<file path="src/rtl/force_step_sequencer_if.sv">
`default_nettype none
// ==== force_step_sequencer_if (rev 1.0) ====
// Step request, generator launch/stream inputs and summed force outputs of force_step_sequencer.
interface force_step_sequencer_if #(
  parameter int NUM_NODES  = 10,
  parameter int NUM_GENS   = 3,
  parameter int FORCE_SIZE = 8,
  parameter int ACC_SIZE   = 12
);
  logic                         step_in;
  logic [NUM_GENS-1:0]          gen_begin_out;
  logic signed [FORCE_SIZE-1:0] gen_force_x_in [NUM_GENS];
  logic signed [FORCE_SIZE-1:0] gen_force_y_in [NUM_GENS];
  logic [NUM_GENS-1:0]          gen_valid_in;
  logic [NUM_GENS-1:0]          gen_done_in;
  logic signed [ACC_SIZE-1:0]   force_x_out [NUM_NODES];
  logic signed [ACC_SIZE-1:0]   force_y_out [NUM_NODES];
  logic                         busy_out;
  logic                         step_done_out;
  logic                         timeout_err_out;
  logic                         beat_err_out;

  modport master (
    output step_in, gen_force_x_in, gen_force_y_in, gen_valid_in, gen_done_in,
    input  gen_begin_out, force_x_out, force_y_out, busy_out, step_done_out,
           timeout_err_out, beat_err_out
  );

  modport slave (
    input  step_in, gen_force_x_in, gen_force_y_in, gen_valid_in, gen_done_in,
    output gen_begin_out, force_x_out, force_y_out, busy_out, step_done_out,
           timeout_err_out, beat_err_out
  );
endinterface
`default_nettype wire

</file>
<file path="src/rtl/force_step_sequencer.sv">
`default_nettype none
// ==== force_step_sequencer (rev 1.0) ====
// Launches force generators in turn and sums their per-node streams into saturating X/Y accumulators.
module force_step_sequencer #(
  parameter int NUM_NODES  = 10,
  parameter int NUM_GENS   = 3,
  parameter int FORCE_SIZE = 8,
  parameter int ACC_SIZE   = 12,
  parameter int TIMEOUT    = 64
) (
  input  wire logic             clk_in,
  input  wire logic             rst_in,
  force_step_sequencer_if.slave bus
);
  localparam int GEN_W  = (NUM_GENS > 1) ? $clog2(NUM_GENS) : 1;
  localparam int BEAT_W = $clog2(NUM_NODES + 1);
  localparam int WD_W   = (TIMEOUT > 1) ? $clog2(TIMEOUT) : 1;
  localparam logic [GEN_W-1:0]    LAST_GEN = GEN_W'(NUM_GENS - 1);
  localparam logic [BEAT_W-1:0]   BEAT_MAX = BEAT_W'(NUM_NODES);
  localparam logic [WD_W-1:0]     WD_LAST  = WD_W'(TIMEOUT - 1);
  localparam logic [NUM_GENS-1:0] GEN_ONE  = NUM_GENS'(1);

  typedef enum logic [2:0] {
    IDLE    = 3'd0,
    CLEAR   = 3'd1,
    LAUNCH  = 3'd2,
    COLLECT = 3'd3,
    DONE    = 3'd4
  } state_t;

  state_t                     state;
  logic [GEN_W-1:0]           gen_idx;
  logic [BEAT_W-1:0]          beat;
  logic [WD_W-1:0]            wdog;
  logic [NUM_GENS-1:0]        begin_q;
  logic                       busy_q;
  logic                       done_q;
  logic                       timeout_err_q;
  logic                       beat_err_q;
  logic signed [ACC_SIZE-1:0] acc_x [NUM_NODES];
  logic signed [ACC_SIZE-1:0] acc_y [NUM_NODES];

  logic                         sel_valid;
  logic                         sel_done;
  logic                         advance;
  logic signed [FORCE_SIZE-1:0] sel_fx;
  logic signed [FORCE_SIZE-1:0] sel_fy;

  assign sel_valid = bus.gen_valid_in[gen_idx];
  assign sel_done  = bus.gen_done_in[gen_idx];
  assign sel_fx    = bus.gen_force_x_in[gen_idx];
  assign sel_fy    = bus.gen_force_y_in[gen_idx];
  // A watchdog expiry moves on exactly like a done pulse would.
  assign advance   = sel_done || (wdog == WD_LAST);

  function automatic logic signed [ACC_SIZE-1:0] sat_add(
    input logic signed [ACC_SIZE-1:0]   acc,
    input logic signed [FORCE_SIZE-1:0] f
  );
    logic signed [ACC_SIZE:0] sum;
    sum = {acc[ACC_SIZE-1], acc} + {{(ACC_SIZE + 1 - FORCE_SIZE){f[FORCE_SIZE-1]}}, f};
    if (sum[ACC_SIZE] != sum[ACC_SIZE-1])
      sat_add = sum[ACC_SIZE] ? {1'b1, {(ACC_SIZE-1){1'b0}}} : {1'b0, {(ACC_SIZE-1){1'b1}}};
    else
      sat_add = sum[ACC_SIZE-1:0];
  endfunction

  always_ff @(posedge clk_in) begin
    if (rst_in) begin
      state         <= IDLE;
      gen_idx       <= '0;
      beat          <= '0;
      wdog          <= '0;
      begin_q       <= '0;
      busy_q        <= 1'b0;
      done_q        <= 1'b0;
      timeout_err_q <= 1'b0;
      beat_err_q    <= 1'b0;
      for (int n = 0; n < NUM_NODES; n++) begin
        acc_x[n] <= '0;
        acc_y[n] <= '0;
      end
    end else begin
      begin_q <= '0;
      done_q  <= 1'b0;
      case (state)
        IDLE: begin
          if (bus.step_in) begin
            busy_q <= 1'b1;
            state  <= CLEAR;
          end
        end
        CLEAR: begin
          for (int n = 0; n < NUM_NODES; n++) begin
            acc_x[n] <= '0;
            acc_y[n] <= '0;
          end
          timeout_err_q <= 1'b0;
          beat_err_q    <= 1'b0;
          gen_idx       <= '0;
          begin_q       <= GEN_ONE;
          state         <= LAUNCH;
        end
        LAUNCH: begin
          beat  <= '0;
          wdog  <= '0;
          state <= COLLECT;
        end
        COLLECT: begin
          if (sel_valid) begin
            if (beat < BEAT_MAX) begin
              acc_x[beat] <= sat_add(acc_x[beat], sel_fx);
              acc_y[beat] <= sat_add(acc_y[beat], sel_fy);
              beat        <= beat + 1'b1;
            end else begin
              beat_err_q <= 1'b1;
            end
          end
          if (advance) begin
            if (!sel_done)
              timeout_err_q <= 1'b1;
            if (gen_idx == LAST_GEN) begin
              done_q <= 1'b1;
              state  <= DONE;
            end else begin
              gen_idx <= gen_idx + 1'b1;
              begin_q <= GEN_ONE << (gen_idx + 1'b1);
              state   <= LAUNCH;
            end
          end else begin
            wdog <= wdog + 1'b1;
          end
        end
        DONE: begin
          busy_q <= 1'b0;
          state  <= IDLE;
        end
        default: state <= IDLE;
      endcase
    end
  end

  assign bus.gen_begin_out   = begin_q;
  assign bus.busy_out        = busy_q;
  assign bus.step_done_out   = done_q;
  assign bus.timeout_err_out = timeout_err_q;
  assign bus.beat_err_out    = beat_err_q;

  for (genvar n = 0; n < NUM_NODES; n++) begin : g_force_out
    assign bus.force_x_out[n] = acc_x[n];
    assign bus.force_y_out[n] = acc_y[n];
  end
endmodule
`default_nettype wire

</file>
<file path="src/flat_wrapper.sv">
// flat-port wrapper written by rule: the top's interface ports become plain ports
module force_step_sequencer_flat 
#(
  parameter int NUM_NODES  = 10,
  parameter int NUM_GENS   = 3,
  parameter int FORCE_SIZE = 8,
  parameter int ACC_SIZE   = 12,
  parameter int TIMEOUT    = 64
)
  (clk_in, rst_in, bus_step_in, bus_gen_force_x_in, bus_gen_force_y_in, bus_gen_valid_in, bus_gen_done_in, bus_gen_begin_out, bus_force_x_out, bus_force_y_out, bus_busy_out, bus_step_done_out, bus_timeout_err_out, bus_beat_err_out);
  force_step_sequencer_if #(.NUM_NODES(NUM_NODES), .NUM_GENS(NUM_GENS), .FORCE_SIZE(FORCE_SIZE), .ACC_SIZE(ACC_SIZE)) bus_i ();
  input  wire logic clk_in;
  input  wire logic rst_in;
  input wire logic [$bits(bus_i.step_in)-1:0] bus_step_in;
  input wire logic [$bits(bus_i.gen_force_x_in)-1:0] bus_gen_force_x_in;
  input wire logic [$bits(bus_i.gen_force_y_in)-1:0] bus_gen_force_y_in;
  input wire logic [$bits(bus_i.gen_valid_in)-1:0] bus_gen_valid_in;
  input wire logic [$bits(bus_i.gen_done_in)-1:0] bus_gen_done_in;
  output wire logic [$bits(bus_i.gen_begin_out)-1:0] bus_gen_begin_out;
  output wire logic [$bits(bus_i.force_x_out)-1:0] bus_force_x_out;
  output wire logic [$bits(bus_i.force_y_out)-1:0] bus_force_y_out;
  output wire logic [$bits(bus_i.busy_out)-1:0] bus_busy_out;
  output wire logic [$bits(bus_i.step_done_out)-1:0] bus_step_done_out;
  output wire logic [$bits(bus_i.timeout_err_out)-1:0] bus_timeout_err_out;
  output wire logic [$bits(bus_i.beat_err_out)-1:0] bus_beat_err_out;
  assign bus_i.step_in = bus_step_in;
  assign bus_i.gen_force_x_in = {>>{bus_gen_force_x_in}};
  assign bus_i.gen_force_y_in = {>>{bus_gen_force_y_in}};
  assign bus_i.gen_valid_in = bus_gen_valid_in;
  assign bus_i.gen_done_in = bus_gen_done_in;
  assign bus_gen_begin_out = bus_i.gen_begin_out;
  assign bus_force_x_out = {>>{bus_i.force_x_out}};
  assign bus_force_y_out = {>>{bus_i.force_y_out}};
  assign bus_busy_out = bus_i.busy_out;
  assign bus_step_done_out = bus_i.step_done_out;
  assign bus_timeout_err_out = bus_i.timeout_err_out;
  assign bus_beat_err_out = bus_i.beat_err_out;
  force_step_sequencer #(.NUM_NODES(NUM_NODES), .NUM_GENS(NUM_GENS), .FORCE_SIZE(FORCE_SIZE), .ACC_SIZE(ACC_SIZE), .TIMEOUT(TIMEOUT)) u_core (.clk_in(clk_in), .rst_in(rst_in), .bus(bus_i));
endmodule
</file>
<file path="config.mk">
export PLATFORM = sky130hd
export DESIGN_NAME = force_step_sequencer_flat
export DESIGN_NICKNAME = d
export VERILOG_FILES = /design/src/rtl/force_step_sequencer_if.sv /design/src/rtl/force_step_sequencer.sv /design/src/flat_wrapper.sv
export SDC_FILE = /design/constraint.sdc
export NUM_CORES = 1
export LEC_CHECK = 0
export BUFFER_PORTS_ARGS = -buffer_cell sky130_fd_sc_hd__buf_2
export CAP_MARGIN = 20
export CORE_MARGIN = 1.5
export CORE_UTILIZATION = 56
export DETAILED_ROUTE_END_ITERATION = 6
export MAX_ROUTING_LAYER = met4
export PLACE_DENSITY = 0.89
export SLEW_MARGIN = 25
export SYNTH_ARGS = -nofsm -noshare
export SYNTH_HDL_FRONTEND = slang
export SYNTH_SLANG_ARGS = --single-unit
</file>
<file path="constraint.sdc">
create_clock -name clk_in -period 5.67 [get_ports clk_in]
set_input_delay 0.567 -clock clk_in [delete_from_list [all_inputs] [get_ports clk_in]]
set_output_delay 0.567 -clock clk_in [all_outputs]
set_load 0.01 [all_outputs]
</file>
==> flow_metrics.py, run 1 <==
metrics = {
    "floorplanning": {
        "ios": 304,
        "dieWidth_microns": 186,
        "dieArea_sq_um": 34500,
        "num_rows": 66,
        "core_sq_um": 32700,
        "start_util_pct": 57.2,
        "die_h_microns": 186,
    },
    "sta": {
        "period_minus_slack_ns": 5.14,
        "fin_crit_sh_pct": 90.7,
        "hold_viol": 0,
        "max_freq_mhz": 194,
        "relSlewSlack_pct": 25.6,
        "setup_viol": 0,
        "worst_slack_ns": 0.527,
        "final.setup.tns_ns": 0,
        "finalMaxSlewViolations": 0,
        "rsz0062_at_grt": "no",
        "skew_ns": 0.0202,
        "worst_slew_pin_slew_ns": 1.10,
    },
    "placed_design": {
        "portBuffers": 303,
        "dpl_worst_slack_ns": 0.657,
        "dp_hpwl_microns": 38300,
        "gp_congestion": 0.964,
        "dpl_cell_area_sq_um": 21000,
    },
    "detailed_routing": {
        "ant_nets": 0,
        "vias": 13600,
        "wirelength_microns": 59200,
        "drt-wirelength-per-cell_microns": 28.0,
        "drt_iter0_drc": 1911,
        "routed_via_density": 6.44,
        "first_pass_iters": 7,
        "drc": 0,
    },
    "clocking": {
        "cts_resized": 0,
        "cts_made_buffers": 40,
        "htreeDepth": 2,
        "cts_root_buf": "clkbuf_16",
        "clk_pin_slew_ns": 0.06,
        "clock_path_buffers": 3,
        "cts.sinks": 410,
        "cts_tree": "done",
        "cts_hold_buf": 0,
        "postCtsSetupBuffers": 0,
        "clock_latency_ns": 0.55,
    },
    "status": {
        "status": "completed",
    },
    "critical_path": {
        "r2r-end": "u_core.acc_x[11][9]$_DFFE_PP_",
        "cp_num_buf_inv": 3,
        "worstSetupEndpointType": "flip-flop",
        "worstPathMaxFanout": 17,
        "crit_family": "multiplexers",
        "crit_chain": "buf_4, mux4_2, mux4_2, ha_1, or3b_2, nor2_1, a21oi_1, o21a_1, a31o_2, inv_1, maj3_1, inv_1",
        "slowest_stage": "dfxtp_4",
        "critPathLaunchType": "flip-flop",
        "crit_arrival_ns": 5.40,
        "crit_required_ns": 5.93,
        "crit_type": "reg -> reg",
        "ff2ff_setup_slack_ns": 0.53,
        "slowest_delay_ns": 0.60,
        "ff2ff_path_depth": 12,
    },
    "min_path": {
        "holdCritPathClass": "in -> reg",
        "min_to": "u_core.gen_idx[1]$_SDFFE_PP0P_",
        "hp-start": "rst_in",
        "hold_depth": 2,
    },
    "logic_synthesis": {
        "synth_top_area_share_pct": 61.6,
        "ys_top_cells_by_area": "edfxtp_1 (62%), mux4_2 (14%), nor2_1 (5.6%), dfxtp_1 (2.8%), ha_1 (2.2%)",
        "synth-edff-count": 384,
        "ys_top_cells_by_count": "edfxtp_1 (384), nor2_1 (278), mux4_2 (120)",
        "synth_area_leader_cell": "edfxtp_1",
        "synth_seq_cells": 410,
        "avgSynthCellArea_sq_um": 15.0,
        "ys_types": 70,
        "async_flop_share_pct": 0,
        "syn_area_sq_um": 18700,
        "synth-seq-area-share_pct": 64.4,
        "synthMostInstantiatedCell": "edfxtp_1",
        "ys_warn_count": 0,
        "syn_inst": 1244,
        "synth-main-ff-cell": "edfxtp_1",
    },
    "layout": {
        "finalNetCount": 1730,
        "nFillCells": 2086,
        "final_layout_size_suffix_gt1_share_pct": 33.4,
        "fin_area_sq_um": 22400,
        "syn_to_final_growth_pct": 19.7,
        "multi_input_area_sq_um": 6400,
        "ff_latch_area_sq_um": 12100,
        "utilization_pct": 68.5,
        "n_antenna_cell": 0,
    },
    "global_route": {
        "grt-ovfl-total": 0,
        "antenna_found_initial": 0,
        "track_usage_pct": 35.6,
        "grt_start_max_net_pins": 42,
        "grt_pass1_wl_microns": 85000,
        "first_global_vias": 13500,
    },
    "run": {
        "max-cap-violations": 0,
    },
    "power": {
        "ir_drop_mv": 0.253,
        "leakagePower_uw": 0.00900,
        "p_total_uw": 7980,
        "power_density_nw_per_um2": 356,
    },
}
[cell families after synthesis]
| logic type | synth area share (%) |
|---|---|
| buffers and inverters | 3.30 |
| adder cells (fa/ha/maj) | 3.29 |
| XOR/XNOR | 0.890 |
| other | 0.0200 |
| multiplexers | 15.5 |
| AO/OA/AOI/OAI | 4.29 |
| flip-flops | 64.4 |
| AND/OR/NAND/NOR | 8.33 |
[worst max-delay path by stage]
stage	startpoint	to	slack (ns)	cells past startpoint
after floorplan	flip-flop	u_core.acc_x[10][10]$_DFFE_PP_	1.38	18
after CTS	flip-flop	u_core.acc_x[11][1]$_DFFE_PP_	0.60	13
final	flip-flop	u_core.acc_x[11][9]$_DFFE_PP_	0.53	12
after global placement	flip-flop	u_core.acc_x[12][1]$_DFFE_PP_	0.83	13
after detailed placement	flip-flop	u_core.acc_x[10][9]$_DFFE_PP_	0.66	13
after global routing	flip-flop	u_core.acc_x[14][2]$_DFFE_PP_	0.34	13
[cell usage in the layout (no fill, tap or decap), types with 7 or more instances in the layout]
cell and instances:
edfxtp_1 384, clkbuf_16 41, mux2i_1 18, nor2_1 278, o21ai_0 24, a21o_1 8
ha_1 33, inv_1 41, mux4_2 120, buf_4 38, conb_1 96, nor3_1 9
buf_2 303, dfxtp_1 23, xor2_1 13, maj3_1 14, a21oi_1 31, nand2_1 54
clkinv_2 12, nand2b_1 7
[area by class of cell]
class                   instances  area share (%)
flip-flops and latches        410            53.9
repair buffers                344            8.32
clock inverters                30            1.41
well taps                     442            2.47
multi-input cells             800            28.6
inverters                      42           0.704
clock buffers                  44            4.63
[worst register-to-register path, delay by kind of cell (launching register included)]
family | cells | cell delay, ns
multiplexers | 2 | 1.05
AO/OA/AOI/OAI | 3 | 0.55
buffers and inverters | 3 | 1.02
flip-flops | 1 | 0.60
adder cells (fa/ha/maj) | 2 | 1.01
AND/OR/NAND/NOR | 2 | 0.63
[state kept, by name (all words and copies together), names as in the netlist, named ones only]
name and cells:
u_core.acc_x 192, u_core.acc_y 192, u_core.beat 4, u_core.bus.beat_err_out 1, u_core.bus.busy_out 1, u_core.bus.gen_begin_out 3, u_core.bus.step_done_out 1, u_core.bus.timeout_err_out 1
u_core.gen_idx 2, u_core.state 3, u_core.wdog 6
[metrics by stage]
step           hold slack, ns  instances
5_1_grt                 0.383       2112
2_1_floorplan           0.459       1339
3_5_place_dp            0.511       2038
6_report                0.364       2112
4_1_cts                 0.360       2112
3_3_place_gp            0.489       2038
[power by group]
group	internal [uW]	switching (uW)	total (uW)	leakage [uW]
Clock	1610	1190	2800	0.000669
Combinational	407	904	1310	0.00420
Sequential	3730	144	3870	0.00413
Total	5740	2240	7980	0.00900
[layer usage]
layer / GRT usage (%) / share of wire [%] / up-vias
met4: 20.8 / 7.2 / 0
met1: 44.3 / 32 / 6519
met3: 8.98 / 15 / 315
met2: 53.5 / 46 / 1410
li1: - / - / 5356
met5: - / 0 / -
Power figures use the tool's default switching activity.
==> run 2: changes to the inputs <==
- CAP_MARGIN: 20 -> 25
- GPL_TIMING_DRIVEN: not set -> 0
- clock period: 5.67 -> 4.8 ns (I/O delays scaled with it)
==> run 2 against run 1 <==
Count of clock-buffer cells in the layout rose by 4. Sequential power up 18%. Sequential share of layout area is 0.83 points lower. Combinational power rose by 30%. Critical endpoint is now u_core.acc_x[11][8]$_DFFE_PP_. Clock power up 13%. Non-clock buffer count up 50. Final area is 1.5% higher. Final cell count up 2.3%. Largest cell class unchanged.
==> flow_metrics.py, run 2 (synthesized netlist as in run 1, its figures left out) <==
metrics = {
    "sta": {
        "relSlewSlack_pct": 29.4,
        "finalMaxSlewViolations": 0,
        "skew_ns": 0.0146,
        "fin_crit_sh_pct": 96.5,
        "max_freq_mhz": 216,
        "setup_viol": 0,
        "worst_slew_pin_slew_ns": 1.06,
        "whs_ns": 0.211,
        "period_minus_slack_ns": 4.63,
        "hold_viol": 0,
    },
    "critical_path": {
        "crit_arrival_ns": 4.90,
        "worstPathMaxFanout": 15,
        "crit_family": "buffers and inverters",
        "critPathLaunchType": "flip-flop",
        "cp_num_buf_inv": 6,
        "crit_required_ns": 5.07,
        "slowest_stage": "mux4_2",
        "crit_type": "reg -> reg",
        "slowest_delay_ns": 0.62,
        "crit_chain": "clkbuf_1, clkdlybuf4s15_2, mux4_2, ha_1, nor2b_1, o21ai_0, o22ai_1, o41a_1, a31o_2, inv_1, buf_4, maj3_1, buf_4, inv_1",
        "worstSetupEndpointType": "flip-flop",
    },
    "clocking": {
        "clock_path_buffers": 3,
        "cts_tree": "done",
        "clock_latency_ns": 0.54,
        "postCtsSetupBuffers": 0,
        "cts_made_buffers": 40,
        "cts_hold_buf": 0,
        "cts_root_buf": "clkbuf_16",
        "htreeDepth": 2,
        "cts.sinks": 410,
        "clk_pin_slew_ns": 0.06,
    },
    "detailed_routing": {
        "first_pass_iters": 5,
        "drt-wirelength-per-cell_microns": 28.0,
        "wirelength_microns": 60400,
        "ant_nets": 0,
        "routed_via_density": 6.41,
        "vias": 13900,
        "drt_iter0_drc": 2192,
        "drc": 0,
    },
    "layout": {
        "layout_commonest_cell": "edfxtp_1",
        "fin_area_sq_um": 22700,
        "finalNetCount": 1780,
        "utilization_pct": 69.5,
        "syn_to_final_growth_pct": 21.5,
        "top_regs": "u_core.acc_x x192, u_core.acc_y x192, u_core.wdog x6",
        "nFillCells": 2056,
        "final_cell_mix": "edfxtp_1 (384), buf_2 (311), nor2_1 (277)",
        "final_layout_size_suffix_gt1_share_pct": 33.8,
    },
    "global_route": {
        "track_usage_pct": 36.0,
        "grt-ovfl-total": 0,
        "antenna_found_initial": 1,
        "grt_start_max_net_pins": 25,
        "first_global_vias": 13700,
        "grt_pass1_wl_microns": 85100,
    },
    "power": {
        "p_int_uw": 6780,
        "power_density_nw_per_um2": 414,
        "p_total_uw": 9400,
        "comb_power_share_pct": 18.0,
        "leakagePower_uw": 0.00915,
        "power_switching_uw": 2620,
        "p_seq_share_pct": 48.4,
        "clkPwrFrac_pct": 33.5,
        "switching_share_pct": 27.9,
        "ir_drop_mv": 0.288,
    },
    "floorplanning": {
        "core_sq_um": 32700,
        "ios": 304,
        "dieWidth_microns": 186,
        "dieArea_sq_um": 34500,
        "start_util_pct": 57.2,
        "die_h_microns": 186,
        "num_rows": 66,
    },
    "run": {
        "max-cap-violations": 0,
    },
    "min_path": {
        "holdCritPathClass": "in -> reg",
    },
    "placed_design": {
        "gp_congestion": 0.939,
        "dp_hpwl_microns": 41400,
        "portBuffers": 303,
        "dpl_cell_area_sq_um": 21300,
    },
    "status": {
        "status": "completed",
    },
}
==> run 2: cell count changes in the layout (fill, tap and decap cells not counted), moves of 3 or more <==
| cell | previous run | this run |
|---|---|---|
| clkbuf_1 | 3 | 35 |
| clkinv_2 | 12 | 6 |
| nand2_1 | 54 | 46 |
| nand2_2 | 2 | 10 |
| clkbuf_4 | 0 | 4 |
| buf_6 | 0 | 10 |
| clkbuf_2 | 0 | 7 |
| buf_2 | 303 | 311 |
| buf_16 | 0 | 3 |
| buf_4 | 38 | 22 |
==> run 2: repair_timing <==
item                                   in CTS  in global routing
gates resized for setup                    35                 26
setup endpoints to repair                 372                323
endpoints found under the hold margin       0                  0
==> run 2: through the flow <==
stage,TNS (ns),worst slack [ns],cells
2_1_floorplan,0,0.507,1339
3_3_place_gp,-149.84,-0.571,2084
3_5_place_dp,-189.84,-0.777,2091
4_1_cts,0,0.00281,2162
5_1_grt,-0.219,-0.0204,2161
6_report,0,0.166,2161
==> run 2: final timing paths <==
path                                                       start                                 endpoint  slack [ns]  cells past startpoint
worst max-delay path                                   flip-flop            u_core.acc_x[11][8]$_DFFE_PP_        0.17                     14
worst min-delay path                                      rst_in  u_core.bus.timeout_err_out$_SDFFE_PP0P_        0.21                      2
worst max register to register                         flip-flop            u_core.acc_x[11][8]$_DFFE_PP_        0.17                     14
worst min register to register  u_core.bus.busy_out$_SDFFE_PP0P_         u_core.bus.busy_out$_SDFFE_PP0P_        0.52                      2
==> run 2: power groups by stage <==
stage | Combinational (uW) | Clock, uW | Sequential (uW)
6_report | 1700 | 3150 | 4560
5_1_grt | 1780 | 3260 | 4580
4_1_cts | 1640 | 3120 | 4550
3_5_place_dp | 1600 | 0 | 4620
3_3_place_gp | 1520 | 0 | 4590
2_1_floorplan | 965 | 0 | 4630
==> run 2: layout make-up <==
class                           instances  area (sq um)  area share [%]
Clock buffer                           48          1050            4.63
Inverter                               42           160           0.705
Buffer                                 84           552            2.43
Timing Repair Buffer                  310          1680            7.39
Sequential cell                       410         12100            53.0
Antenna cell                            1          2.50          0.0110
Tap cell                              442           553            2.43
Clock inverter                         24           230            1.01
Multi-Input combinational cell        800          6440            28.3
==> run 2: per-layer routing <==
| layer | routed length (microns) | share of wire [%] | track usage, % | up-vias |
|---|---|---|---|---|
| met2 | 27700 | 46 | 53.9 | 1377 |
| li1 | - | - | - | 5460 |
| met4 | 3760 | 6.2 | 20.1 | 0 |
| met5 | 0 | 0 | - | - |
| met1 | 20400 | 34 | 45.6 | 6707 |
| met3 | 8650 | 14 | 8.75 | 318 |
==> run 3: changes to the inputs <==
- ABC_AREA: not set -> 1
- PLACE_DENSITY: 0.89 -> 0.88
- SKIP_LAST_GASP: not set -> 1
==> run 3 against run 2 <==
The run now ends with DRC left. Sequential share of layout area down 4.3 points. Via count up 30%. Global-route usage up 4.8 points. Total power up 26%. Critical path type unchanged. Largest cell class unchanged.
==> flow_metrics.py, run 3 <==
metrics = {
    "status": {
        "status": "finished with violations",
        "violations": "DRC",
    },
    "global_route": {
        "first_global_vias": 17400,
        "antenna_found_initial": 1,
        "grt_start_max_net_pins": 25,
        "grt_pass1_wl_microns": 108000,
        "grt-ovfl-total": 0,
        "track_usage_pct": 40.9,
    },
    "layout": {
        "final_cell_mix": "edfxtp_1 (384), buf_2 (316), inv_1 (193), nand2_1 (193), a21oi_1 (180)",
        "nFillCells": 2581,
        "syn_to_final_growth_pct": 20.0,
        "layout_commonest_cell": "edfxtp_1",
        "fin_area_sq_um": 24700,
        "ff_latch_area_sq_um": 12100,
        "top_regs": "u_core.acc_x x192, u_core.acc_y x192, u_core.wdog x6",
        "multi_input_area_sq_um": 7340,
        "final_layout_size_suffix_gt1_share_pct": 26.8,
        "finalNetCount": 2436,
    },
    "logic_synthesis": {
        "ys_types": 41,
        "synthMostInstantiatedCell": "edfxtp_1",
        "synth-main-ff-cell": "edfxtp_1",
        "synth_top_area_share_pct": 55.9,
        "synth-seq-area-share_pct": 58.5,
        "syn_area_sq_um": 20600,
        "synth_seq_cells": 410,
        "async_flop_share_pct": 0,
        "ys_warn_count": 0,
        "synth-edff-count": 384,
        "avgSynthCellArea_sq_um": 10.9,
        "syn_inst": 1893,
        "synth_area_leader_cell": "edfxtp_1",
        "ys_top_cells_by_area": "edfxtp_1 (56%), mux2i_1 (4.7%), a21oi_1 (4.4%), o21ai_0 (3.8%), nand2_1 (3.8%)",
        "ys_top_cells_by_count": "edfxtp_1 (384), nand2_1 (209), inv_1 (193)",
    },
    "sta": {
        "finalMaxSlewViolations": 0,
        "whs_ns": 0.270,
        "skew_ns": 0.0152,
        "period_minus_slack_ns": 4.72,
        "setup_viol": 0,
        "hold_viol": 0,
        "fin_crit_sh_pct": 98.3,
        "relSlewSlack_pct": 32.3,
        "worst_slew_pin_slew_ns": 1.02,
        "max_freq_mhz": 212,
    },
    "floorplanning": {
        "ios": 304,
        "core_sq_um": 36400,
        "dieArea_sq_um": 38000,
        "start_util_pct": 56.6,
        "dieWidth_microns": 195,
        "die_h_microns": 195,
        "num_rows": 70,
    },
    "clocking": {
        "clk_pin_slew_ns": 0.06,
        "clock_path_buffers": 3,
        "clock_latency_ns": 0.56,
        "cts_made_buffers": 43,
        "htreeDepth": 2,
        "postCtsSetupBuffers": 0,
        "cts.sinks": 410,
        "cts_root_buf": "clkbuf_16",
        "cts_hold_buf": 0,
        "cts_tree": "done",
    },
    "power": {
        "p_seq_share_pct": 41.9,
        "ir_drop_mv": 0.327,
        "power_switching_uw": 4230,
        "power_density_nw_per_um2": 480,
        "switching_share_pct": 35.7,
        "leakagePower_uw": 0.0102,
        "clkPwrFrac_pct": 28.3,
        "p_int_uw": 7640,
        "comb_power_share_pct": 29.8,
    },
    "detailed_routing": {
        "first_pass_iters": 7,
        "routed_via_density": 6.36,
        "drc": 1,
        "ant_nets": 0,
        "drt-wirelength-per-cell_microns": 27.0,
        "drt_iter0_drc": 2662,
        "wirelength_microns": 76700,
        "vias": 18100,
    },
    "critical_path": {
        "crit_arrival_ns": 4.97,
        "worstPathMaxFanout": 10,
        "worstSetupEndpointType": "flip-flop",
        "crit_type": "reg -> reg",
        "crit_required_ns": 5.05,
        "critPathLaunchType": "flip-flop",
    },
    "placed_design": {
        "portBuffers": 302,
        "dp_hpwl_microns": 54500,
        "gp_congestion": 1.01,
        "dpl_cell_area_sq_um": 23200,
    },
    "run": {
        "max-cap-violations": 0,
    },
    "min_path": {
        "holdCritPathClass": "in -> reg",
    },
}
run 3: final cells by class:
type	instances	area share (%)
clock buffers	57	4.73
repair buffers	312	6.70
clock inverters	17	0.839
plain buffers	137	3.94
multi-input cells	1243	29.7
flip-flops and latches	410	48.7
diodes	2	0.0202
inverters	197	3.02
well taps	468	2.37
run 3: kinds of logic (layout without fill, tap and decap cells):
logic type | Yosys count | after routing | share of synthesized area [%]
muxes | 96 | 96 | 4.66
buffers and inverters | 335 | 720 | 8.01
and+or+nand+nor | 486 | 486 | 10.9
DFF | 410 | 410 | 58.5
xor gates and xnor gates | 16 | 16 | 0.680
adders and majority gates | 35 | 35 | 2.20
AOI/OAI and AO/OA | 514 | 514 | 15.1
other | 1 | 98 | 0.0182
run 3: per-stage QoR:
stage	util [%]	total power [uW]	setup slack (ns)	instances	setup TNS [ns]
after floorplan	-	7060	1.26	1988	0
after global placement	63.3	8180	-0.401	2758	-29.54
after detailed placement	63.8	8350	-0.382	2768	-56.27
after CTS	67.6	11600	0.00877	2841	0
after global routing	67.9	12100	-0.0644	2842	-1.33
final	67.9	11900	0.0825	2843	0
run 3: power groups by stage:
| stage | logic [uW] | clock network (uW) | registers (uW) |
|---|---|---|---|
| floorplan | 2070 | 0 | 5000 |
| global placement | 3200 | 0 | 4980 |
| detailed placement | 3330 | 0 | 5010 |
| CTS | 3350 | 3320 | 4950 |
| global route | 3710 | 3450 | 4990 |
| finish | 3540 | 3360 | 4970 |
run 3: repair_timing:
action / CTS / global route
endpoints found under the hold margin: 0 / 0
pin swaps: 0 / 2
endpoints found under the setup margin: 336 / 345
resized for setup: 13 / 46
run 3: worst max-delay path, stage by stage (launching register included):
cell and delay, ns:
dfxtp_2 0.38, clkbuf_2 0.31, clkbuf_1 0.43, a21oi_1 0.31
o21ai_0 0.17, o211ai_1 0.13, o211ai_1 0.16, nand2_1 0.17
ha_1 0.21, inv_1 0.07, fa_1 0.47, inv_1 0.10
nand3_1 0.08, nand3_2 0.13, nand2_1 0.10, nand3_1 0.09
nand2_1 0.07, nand2_2 0.14, nand2_1 0.13, buf_4 0.19
nand2_1 0.16, buf_4 0.22, nand2_1 0.16
run 3: path summary, 6_finish.rpt:
kind / to / cells after the start / slack (ns) / start
setup / recovery: u_core.acc_y[11][1]$_DFFE_PP_ / 22 / 0.08 / flip-flop
hold / removal: u_core.state[0]$_SDFFE_PP0P_ / 3 / 0.27 / bus_step_in
setup reg to reg: u_core.acc_y[11][1]$_DFFE_PP_ / 22 / 0.08 / flip-flop
hold reg to reg: u_core.wdog[5]$_SDFFE_PP0P_ / 2 / 0.49 / u_core.wdog[5]$_SDFFE_PP0P_
run 3: routing by layer:
| metal | part of all wire [%] | global-route usage (%) | vias to the layer above |
|---|---|---|---|
| met5 | 0 | - | - |
| met1 | 33 | 48.9 | 8488 |
| met2 | 44 | 61.1 | 1718 |
| met4 | 8.5 | 28.6 | 0 |
| met3 | 15 | 10.0 | 415 |
| li1 | - | - | 7462 |
